==> src/rtl/isa_pkg.sv <==
// rtl/isa_pkg.sv - ISA field positions, opcode constants and loader state encoding
// Purpose: shared definitions for the instruction-memory loader and the opcode
//          legality checker. The CSUM state exists only when LOADER_CHECKSUM_EN
//          is defined.
// Ports:   none (package).
package isa_pkg;

  // Instruction field positions
  localparam int OPCODE_MSB = 31;
  localparam int OPCODE_LSB = 27;
  localparam int ALUOP_MSB  = 6;
  localparam int ALUOP_LSB  = 2;

  // Supported opcodes
  localparam logic [4:0] OP_RTYPE = 5'b00000;
  localparam logic [4:0] OP_J     = 5'b00001;
  localparam logic [4:0] OP_BNE   = 5'b00010;
  localparam logic [4:0] OP_JAL   = 5'b00011;
  localparam logic [4:0] OP_JR    = 5'b00100;
  localparam logic [4:0] OP_ADDI  = 5'b00101;
  localparam logic [4:0] OP_BLT   = 5'b00110;
  localparam logic [4:0] OP_SW    = 5'b00111;
  localparam logic [4:0] OP_LW    = 5'b01000;
  localparam logic [4:0] OP_SETX  = 5'b10101;
  localparam logic [4:0] OP_BEX   = 5'b10110;

  // Highest ALUop an R-type word may carry
  localparam logic [4:0] ALUOP_MAX = 5'b00111;

  typedef enum logic [2:0] {
    ST_IDLE,
    ST_LEN,
    ST_LOAD,
    ST_WRITE,
    ST_FINISH,
    ST_ERROR
`ifdef LOADER_CHECKSUM_EN
    ,
    ST_CSUM
`endif
  } loader_state_e;

endpackage

==> src/rtl/isa_opcode_legal.sv <==
// rtl/isa_opcode_legal.sv - combinational legality check of one instruction word
// Purpose: flags whether a 32-bit word carries a supported opcode (and, for
//          R-type, a supported ALUop).
// Ports:   word_i  - instruction word
//          legal_o - 1 when the word belongs to the supported ISA
import isa_pkg::*;

module isa_opcode_legal (
  input  logic [31:0] word_i,
  output logic        legal_o
);

  logic [4:0] opcode;
  logic [4:0] aluop;
  logic       unused_fields;

  assign opcode = word_i[OPCODE_MSB:OPCODE_LSB];
  assign aluop  = word_i[ALUOP_MSB:ALUOP_LSB];
  // Operand fields play no part in legality
  assign unused_fields = ^{word_i[OPCODE_LSB-1:ALUOP_MSB+1], word_i[ALUOP_LSB-1:0]};

  always_comb begin
    legal_o = 1'b0;
    case (opcode)
      OP_RTYPE: legal_o = (aluop <= ALUOP_MAX);
      OP_J, OP_BNE, OP_JAL, OP_JR, OP_ADDI, OP_BLT,
      OP_SW, OP_LW, OP_SETX, OP_BEX: legal_o = 1'b1;
      default: legal_o = 1'b0;
    endcase
  end

endmodule

==> src/rtl/imem_program_loader.sv <==
// rtl/imem_program_loader.sv - byte-stream program loader into instruction memory
// Purpose: takes a length-prefixed little-endian byte stream, assembles 32-bit
//          words, writes them to imem from address 0, classifies each word and
//          holds the CPU in reset while loading. Optional trailing XOR checksum
//          byte enabled by LOADER_CHECKSUM_EN.
// Ports:   clock, reset_n (async, active-low); start pulse;
//          in_valid/in_data/in_ready byte stream;
//          imem_we/imem_addr/imem_data memory write port;
//          hold_cpu, busy, done, err status; illegal_cnt, first_bad_addr.
import isa_pkg::*;

module imem_program_loader #(
  parameter int ADDR_W = 12,
  parameter int CNT_W  = 8
) (
  input  logic              clock,
  input  logic              reset_n,
  input  logic              start,
  input  logic              in_valid,
  input  logic [7:0]        in_data,
  output logic              in_ready,
  output logic              imem_we,
  output logic [ADDR_W-1:0] imem_addr,
  output logic [31:0]       imem_data,
  output logic              hold_cpu,
  output logic              busy,
  output logic              done,
  output logic              err,
  output logic [CNT_W-1:0]  illegal_cnt,
  output logic [ADDR_W-1:0] first_bad_addr
);

  // Counter is one bit wider than the address so it can reach 2^ADDR_W
  localparam int          WC_W     = ADDR_W + 1;
  localparam int unsigned CAPACITY = 32'd1 << ADDR_W;

  loader_state_e     state_q, state_d;
  logic [1:0]        byte_idx_q, byte_idx_d;
  logic [15:0]       n_q, n_d;
  logic [31:0]       word_q, word_d;
  logic [WC_W-1:0]   word_cnt_q, word_cnt_d;
  logic              busy_q, busy_d;
  logic              done_q, done_d;
  logic              err_q, err_d;
  logic [CNT_W-1:0]  illegal_cnt_q, illegal_cnt_d;
  logic [ADDR_W-1:0] first_bad_q, first_bad_d;
  logic [15:0]       len_full;
  logic              word_legal;
`ifdef LOADER_CHECKSUM_EN
  logic [7:0]        csum_q, csum_d;
`endif

  isa_opcode_legal u_legal (
    .word_i  (word_q),
    .legal_o (word_legal)
  );

  assign len_full = {in_data, n_q[7:0]};

  always_comb begin
    state_d       = state_q;
    byte_idx_d    = byte_idx_q;
    n_d           = n_q;
    word_d        = word_q;
    word_cnt_d    = word_cnt_q;
    busy_d        = busy_q;
    done_d        = done_q;
    err_d         = err_q;
    illegal_cnt_d = illegal_cnt_q;
    first_bad_d   = first_bad_q;
    in_ready      = 1'b0;
    imem_we       = 1'b0;
`ifdef LOADER_CHECKSUM_EN
    csum_d        = csum_q;
`endif
    case (state_q)
      ST_IDLE: begin
        if (start) begin
          done_d        = 1'b0;
          err_d         = 1'b0;
          illegal_cnt_d = '0;
          first_bad_d   = '0;
          busy_d        = 1'b1;
          byte_idx_d    = 2'd0;
          word_cnt_d    = '0;
`ifdef LOADER_CHECKSUM_EN
          csum_d        = 8'h00;
`endif
          state_d       = ST_LEN;
        end
      end
      ST_LEN: begin
        in_ready = 1'b1;
        if (in_valid) begin
`ifdef LOADER_CHECKSUM_EN
          csum_d = csum_q ^ in_data;
`endif
          if (byte_idx_q == 2'd0) begin
            n_d[7:0]   = in_data;
            byte_idx_d = 2'd1;
          end else begin
            n_d[15:8]  = in_data;
            byte_idx_d = 2'd0;
            if (len_full == 16'd0) begin
`ifdef LOADER_CHECKSUM_EN
              state_d = ST_CSUM;
`else
              state_d = ST_FINISH;
`endif
            end else if (32'(len_full) > CAPACITY) begin
              state_d = ST_ERROR;
            end else begin
              state_d = ST_LOAD;
            end
          end
        end
      end
      ST_LOAD: begin
        in_ready = 1'b1;
        if (in_valid) begin
`ifdef LOADER_CHECKSUM_EN
          csum_d = csum_q ^ in_data;
`endif
          // Shifting in from the top leaves byte 0 in bits [7:0] after four bytes
          word_d     = {in_data, word_q[31:8]};
          byte_idx_d = byte_idx_q + 2'd1;
          if (byte_idx_q == 2'd3) state_d = ST_WRITE;
        end
      end
      ST_WRITE: begin
        imem_we = 1'b1;
        if (!word_legal) begin
          if (illegal_cnt_q == '0) first_bad_d = word_cnt_q[ADDR_W-1:0];
          if (illegal_cnt_q != '1) illegal_cnt_d = illegal_cnt_q + 1'b1;
        end
        word_cnt_d = word_cnt_q + 1'b1;
        if (32'(word_cnt_d) == 32'(n_q)) begin
`ifdef LOADER_CHECKSUM_EN
          state_d = ST_CSUM;
`else
          state_d = ST_FINISH;
`endif
        end else begin
          state_d = ST_LOAD;
        end
      end
`ifdef LOADER_CHECKSUM_EN
      ST_CSUM: begin
        in_ready = 1'b1;
        if (in_valid) state_d = (csum_q == in_data) ? ST_FINISH : ST_ERROR;
      end
`endif
      ST_FINISH, ST_ERROR: state_d = ST_IDLE;
      default:             state_d = ST_IDLE;
    endcase

    // Status flags change on entry so they are visible during FINISH/ERROR
    if (state_d == ST_FINISH && state_q != ST_FINISH) begin
      done_d = 1'b1;
      busy_d = 1'b0;
    end
    if (state_d == ST_ERROR && state_q != ST_ERROR) begin
      err_d  = 1'b1;
      busy_d = 1'b0;
    end
  end

  always_ff @(posedge clock or negedge reset_n) begin
    if (!reset_n) begin
      state_q       <= ST_IDLE;
      byte_idx_q    <= 2'd0;
      n_q           <= '0;
      word_q        <= '0;
      word_cnt_q    <= '0;
      busy_q        <= 1'b0;
      done_q        <= 1'b0;
      err_q         <= 1'b0;
      illegal_cnt_q <= '0;
      first_bad_q   <= '0;
`ifdef LOADER_CHECKSUM_EN
      csum_q        <= 8'h00;
`endif
    end else begin
      state_q       <= state_d;
      byte_idx_q    <= byte_idx_d;
      n_q           <= n_d;
      word_q        <= word_d;
      word_cnt_q    <= word_cnt_d;
      busy_q        <= busy_d;
      done_q        <= done_d;
      err_q         <= err_d;
      illegal_cnt_q <= illegal_cnt_d;
      first_bad_q   <= first_bad_d;
`ifdef LOADER_CHECKSUM_EN
      csum_q        <= csum_d;
`endif
    end
  end

  assign imem_addr      = word_cnt_q[ADDR_W-1:0];
  assign imem_data      = word_q;
  assign hold_cpu       = busy_q;
  assign busy           = busy_q;
  assign done           = done_q;
  assign err            = err_q;
  assign illegal_cnt    = illegal_cnt_q;
  assign first_bad_addr = first_bad_q;

endmodule

==> config.mk <==
export PLATFORM = sky130hd
export DESIGN_NAME = imem_program_loader
export DESIGN_NICKNAME = d
export VERILOG_FILES = /design/src/rtl/isa_pkg.sv /design/src/rtl/isa_opcode_legal.sv /design/src/rtl/imem_program_loader.sv
export SDC_FILE = /design/constraint.sdc
export NUM_CORES = 1
export LEC_CHECK = 0
export ABC_AREA = 1
export CAP_MARGIN = 20
export CELL_PAD_IN_SITES_DETAIL_PLACEMENT = 1
export CELL_PAD_IN_SITES_GLOBAL_PLACEMENT = 1
export CORE_ASPECT_RATIO = 1.25
export CORE_MARGIN = 8
export CORE_UTILIZATION = 42
export DETAILED_ROUTE_END_ITERATION = 10
export DONT_BUFFER_PORTS = 1
export GPL_TIMING_DRIVEN = 1
export PLACE_DENSITY_LB_ADDON = 0.1
export SLEW_MARGIN = 20
export SYNTH_ARGS = -nofsm -noshare
export SYNTH_HDL_FRONTEND = slang
export SYNTH_SLANG_ARGS = --single-unit
export TNS_END_PERCENT = 30
==> constraint.sdc <==
create_clock -name clock -period 1.8 [get_ports clock]
set_input_delay 0.36 -clock clock [delete_from_list [all_inputs] [get_ports clock]]
set_output_delay 0.36 -clock clock [all_outputs]
set_load 0.05 [all_outputs]
==> flow_metrics.tcl, run 1 <==
set metrics [dict create \
    drive_gt1_share_pct 18.63 \
    max-clock-path-buffers 2 \
    area.sequential_mm2 0.002231 \
    yosys_warnings 0 \
    path_delay_family "simple AND/OR/NAND/NOR gates" \
    setup_viol 0 \
    start_kind "register" \
    drt-pass1-iter-count 4 \
    finalCritPeriodShare_pct 99.30 \
    clock-root-buffer "clkbuf_16" \
    cts_tree "yes" \
    hp-class "in2async" \
    grt_pass1_wl_um 20400 \
    slew_headroom_pct 38.55 \
    async_flop_share_pct 100.0 \
    synth-edff-count 0 \
    wl_per_cell_um 17.66 \
    hold_slack_ns -0.2982 \
    violations "hold timing" \
    drtAntennaViolNets 0 \
    yosysTopAreaCellShare_pct 51.85 \
    status "finished with violations" \
    start_util_pct 42.72 \
    crit_buf_inv 2 \
    synth_area_leaders "dfrtp_1 52%, nand2_1 12%, inv_1 6.1%" \
    crit_arrival_ns 2.06 \
    first_iter_violations 136 \
    die_h_um 129.1 \
    areaGrowthSynthToFinish_pct 20.42 \
    grt_max_degree 90 \
    critPathMaxStageDelay_ns 0.42 \
    cp_max_fo 5 \
    final_cell_mix "138 x nand2_1, 86 x dfrtp_1, 68 x inv_1" \
    reg2reg_slack_ns 0.01 \
    r2r-start "word_cnt_q[0]" \
    maxCapViolCount 0 \
    io_buffers 0 \
    grtUsageTotal_pct 18.69 \
    synthFlopType "dfrtp_1" \
    worstSetupStartpoint "word_cnt_q[0]" \
    vias 3664 \
    routabilityCongestion 0.8103 \
    endpoint_kind "register" \
    grt.overflow.total 0 \
    path_clk_slew_ns 0.07 \
    rsz0062_at_grt "yes" \
    syn_inst 526 \
    critPathKind "reg2reg" \
    core-area_mm2 0.01005 \
    path_cells "ha_4 > nand2_4 > nor2_4 > nand2_1 > nand2_1 > buf_4 > nand3_1 > nand2_1 > inv_1 > nand3_1 > nor2_2 > nand3_2 > nand2_2 > nand2_1 > nand2_1" \
    dp_hpwl_um 9058 \
    ios 82 \
    postSynthAreaPerCell_um2 8.166 \
    synthDistinctLibCells 31 \
    clkSinkCount 89 \
    die_width_um 106.5 \
    design_area_mm2 0.005172 \
    final-max-slew-violation-count 0 \
    die-area_mm2 0.01374 \
    slowest_stage "dfrtp_1" \
    routed_wl_um 12330 \
    placed_area_mm2 0.004696 \
    multi_input_area_mm2 0.001762 \
    ys_seq_area_share_pct 51.85 \
    cellLeakagePower_nw 2.516 \
    netlist_area_mm2 0.004295 \
    fill_cells 1249 \
    synth-seq-cells 89 \
    syn-num-nets 543 \
    antenna_found_initial 0 \
    final_common_cell "nand2_1" \
    synth_area_leader_cell "dfrtp_1" \
    max_freq_ghz 0.5595 \
    htree_num_levels 3 \
    std_cell_rows 41 \
    cp_common_cell "nand2_1" \
    cts_buffers 9 \
    viasPerCell 5.249 \
    grt_pass1_vias 4009 \
    num-nets-final 581 \
    ir_drop_mv 0.9989 \
    layout_min_cycle_time_ns 1.787 \
    worst_pin_slew_ns 0.9218 \
    crit_required_ns 2.08 \
    finalHoldViolations 89 \
    drc_errors 0 \
    final_core_util_pct 51.44 \
    antenna_cells 0 \
    clkLatencyLatePin_ns 0.34 \
    power_density_mw_per_mm2 1696 \
    fin_skew_ns 0.01068 \
]
[area by class of cell]
| class | count | share of cell area [%] |
|---|---|---|
| sequential | 89 | 43.13 |
| multi-input combinational | 340 | 34.06 |
| timing repair buffer | 54 | 8.636 |
| inverter | 70 | 5.080 |
| clock buffer | 9 | 4.354 |
| tap | 129 | 3.120 |
| clock inverter | 7 | 1.621 |
[report_power, final]
group	internal, mW	leakage, nW	switching [mW]	total, mW
logic	0.969	1.20	1.77	2.74
clock network	1.11	0.155	0.873	1.98
registers	2.55	1.16	1.51	4.06
[synthesized netlist by cell type (6+ instances only)]
| cell type | number |
|---|---|
| a21oi_1 | 17 |
| buf_4 | 13 |
| clkbuf_1 | 9 |
| dfrtp_1 | 89 |
| inv_1 | 70 |
| nand2_1 | 141 |
| nand3_1 | 31 |
| nand4_1 | 7 |
| nor2_1 | 33 |
| nor3_1 | 6 |
| o21ai_0 | 49 |
| o22ai_1 | 8 |
| o31ai_1 | 13 |
[state kept, by name (all words and copies together) (netlist names)]
signal          count
n_q                16
state_q             3
imem_data          32
done                1
busy                1
word_cnt_q         13
byte_idx_q          2
err                 1
first_bad_addr     12
illegal_cnt         8
[metal layers]
metal | part of all wire, % | vias up | GRT usage, % | wire (um)
li1 | - | 1774 | - | -
met1 | 40 | 1794 | 20.09 | 4969
met2 | 51 | 69 | 33.19 | 6303
met3 | 5.6 | 27 | 5.117 | 689
met4 | 3.0 | 0 | 9.129 | 369
met5 | 0 | - | 0 | 0
[through the flow]
stage | TNS (ns) | setup slack (ns) | total power [mW] | cells
floorplan | 0 | 0.05004 | 5.740 | 526
global placement | -0.1006 | -0.02881 | 6.582 | 677
detailed placement | -0.4623 | -0.1106 | 6.691 | 677
CTS | -0.06056 | -0.02222 | 8.847 | 697
global route | -0.3884 | -0.1060 | 9.318 | 698
finish | 0 | 0.01262 | 8.774 | 698
[worst register-to-register path: cells and delay by family (launching register included)]
family	cells	cell delay [ns]
adder cells (fa/ha/maj)	1	0.20
buffers and inverters	2	0.18
flip-flops	1	0.42
AND/OR/NAND/NOR	12	0.92
[what timing repair did]
action                     4_1_cts  5_1_grt
setup endpoints to repair       10       25
gates cloned                     0        0
pin swaps                        8        7
setup buffers                    4        1
resized for setup               22       11
hold endpoints to repair        89       89
[worst paths after layout]
check                           depth (start not counted)                  to
worst min-delay path                                    0  first_bad_addr[11]
max in group asynchronous                               0       word_cnt_q[3]
worst max-delay path                                   15                 err
worst min register to register                          2             n_q[14]
min in group clock                                      2              n_q[8]
worst max register to register                         15                 err
[logic make-up (layout without fill, tap and decap cells)]
family | after synthesis | in the layout | synth area share [%]
xor+xnor | 2 | 2 | 0.4079
compound gates | 93 | 93 | 12.06
simple gates | 237 | 237 | 23.68
flops | 89 | 89 | 51.85
fa+ha+maj | 5 | 5 | 1.456
buf+inv | 97 | 140 | 9.758
mux | 3 | 3 | 0.7864
(Power assumes the default switching activity.)
==> run 2: changes to the inputs <==
CORE_UTILIZATION = 35   (was 42)
DONT_BUFFER_PORTS = not set   (was 1)
==> run 2 against run 1 <==
- the run ends with setup timing left
- design area grew 18%
- worst setup slack lost 0.017 ns
- critical path depth shrank 1
- worst hold slack gained 0.78 ns
- total power grew 12%
- sequential power shrank 25%
- global-route usage shrank 2.3 points
- die area grew 17%
- wire length grew 2.8%
- critical endpoint unchanged
- largest cell class unchanged
- largest power group is now combinational cells
- highest routed layer unchanged
==> flow_metrics.tcl, run 2 (same netlist as run 1, synthesis figures left out) <==
set metrics [dict create \
    status "finished with violations" \
    violations "setup timing" \
    dp_hpwl_um 9350 \
    crit_required_ns 2.08 \
    critPathMaxStageDelay_ns 0.41 \
    final-max-slew-violation-count 0 \
    num-nets-final 667 \
    grt_pass1_vias 4231 \
    die_h_um 139.9 \
    rsz0062_at_grt "yes" \
    endpoint_kind "register" \
    htree_num_levels 3 \
    cts_buffers 9 \
    cts_tree "yes" \
    grt_pass1_wl_um 21110 \
    drtAntennaViolNets 0 \
    start_kind "register" \
    first_iter_violations 94 \
    grtUsageTotal_pct 16.41 \
    drive_gt1_share_pct 30.53 \
    path_clk_slew_ns 0.07 \
    fin_skew_ns 0.005631 \
    clock-root-buffer "clkbuf_16" \
    path_delay_family "simple AND/OR/NAND/NOR gates" \
    layout_min_cycle_time_ns 1.804 \
    slew_headroom_pct 72.46 \
    drc_errors 0 \
    core-area_mm2 0.01205 \
    worst_slack_ns -0.004151 \
    grt.overflow.total 0 \
    final_cell_mix "126 x nand2_1, 115 x buf_4, 87 x dfrtp_1" \
    hp-class "reg2reg" \
    vias 3946 \
    ios 82 \
    worst_pin_slew_ns 0.4131 \
    drt-pass1-iter-count 4 \
    max-clock-path-buffers 2 \
    viasPerCell 4.818 \
    slowest_stage "dfrtp_1" \
    crit_buf_inv 1 \
    max_freq_ghz 0.5543 \
    std_cell_rows 45 \
    critPathKind "reg2reg" \
    largest_register_ffs 32 \
    crit_arrival_ns 2.08 \
    ir_drop_mv 1.067 \
    clkLatencyLatePin_ns 0.34 \
    final_common_cell "nand2_1" \
    start_util_pct 35.65 \
    power_density_mw_per_mm2 1602 \
    io_buffers 81 \
    routabilityCongestion 0.7743 \
    grt_max_degree 44 \
    wl_per_cell_um 15.47 \
    antenna_cells 0 \
    cp_max_fo 4 \
    design_area_mm2 0.006118 \
    dpl_worst_slack_ns -0.3062 \
    clkSinkCount 89 \
    maxCapViolCount 0 \
    finalHoldViolations 0 \
    fin_tns_setup_ns -0.004151 \
    areaGrowthSynthToFinish_pct 42.44 \
    placed_area_mm2 0.005468 \
    die-area_mm2 0.01610 \
    routed_wl_um 12670 \
    finalCritPeriodShare_pct 100.2 \
    die_width_um 115.1 \
    path_cells "ha_4 > nand2_4 > nor2_4 > buf_6 > nand3_4 > nand2_4 > nand2_2 > nand2_2 > nand3_2 > nor2_4 > nand3_2 > nand2_4 > nand2_2 > nand2_1" \
    antenna_found_initial 0 \
    setup_viol 1 \
    cellLeakagePower_nw 2.989 \
]
-- run 2: cell types whose count changed in the layout (fill, tap and decap cells not counted), sizes merged, moves of 2 or more --
cell / previous run / this run
bufinv: 1 / 3
clkdlybuf4s50: 0 / 10
inv: 75 / 70
buf: 54 / 129
-- run 2: timing repair --
| item | in CTS | in global routing |
|---|---|---|
| resized for setup | 29 | 31 |
| pin swaps | 15 | 15 |
| buffers inserted | 7 | 1 |
| endpoints found under the setup margin | 7 | 26 |
| endpoints found under the hold margin | 21 | 0 |
| hold buffers | 1 | 0 |
-- run 2: layout make-up --
type                       instances  area (um2)
clock buffer                      10       239.0
inverter                          70       265.3
timing repair buffer             140        1210
multi-input combinational        340        1854
tap                              164       205.2
clock inverter                     6       115.1
fill                            1450        5931
sequential                        89        2230
-- run 2: worst register-to-register path, stage by stage, from the launching register on --
cell and delay, ns:
dfrtp_1 0.41, ha_4 0.19, nand2_4 0.07, nor2_4 0.15, buf_6 0.13, nand3_4 0.09
nand2_4 0.09, nand2_2 0.06, nand2_2 0.07, nand3_2 0.10, nor2_4 0.12, nand3_2 0.09
nand2_4 0.09, nand2_2 0.06, nand2_1 0.05
-- run 2: worst paths after layout --
check                                         end              start  cells past startpoint  slack, ns
worst max-delay path                          err      word_cnt_q[0]                     14     -0.004
worst min-delay path            first_bad_addr[7]  first_bad_addr[7]                      2       0.49
worst max register to register                err      word_cnt_q[0]                     14     -0.004
worst min register to register  first_bad_addr[7]  first_bad_addr[7]                      2       0.49
max in group asynchronous          illegal_cnt[7]            reset_n                      3       0.80
min in group asynchronous       first_bad_addr[8]            reset_n                      2       0.50
-- run 2: power breakdown --
group          internal [mW]  switching (mW)
registers               2.57           0.482
logic                   1.56            2.98
clock network           1.40           0.811
-- run 2: stage by stage --
step / utilization, % / hold WS, ns / total power [mW] / std cells
finish: 50.78 / 0.4852 / 9.801 / 819
global route: 50.78 / 0.5142 / 10.39 / 819
CTS: 49.69 / 0.4879 / 9.834 / 818
detailed placement: 45.38 / 0.3206 / 7.415 / 794
global placement: 45.38 / 0.3226 / 7.323 / 794
floorplan: - / 0.06441 / 5.740 / 526
-- run 2: metal layers --
layer,vias up,GRT usage (%),share of wire (%)
met5,-,0,0
met4,0,6.311,1.8
met3,14,3.550,4.6
met2,68,28.07,52
met1,1925,19.45,42
li1,1939,-,-
==> run 3: changes to the inputs <==
CORE_UTILIZATION = 42   (was 35)
CTS_CLUSTER_SIZE = 28   (was not set)
DONT_BUFFER_PORTS = 1   (was not set)
RECOVER_POWER = 25   (was not set)
==> results of run 3 <==
The final DEF is identical to that of run 1; final timing and power are the same.
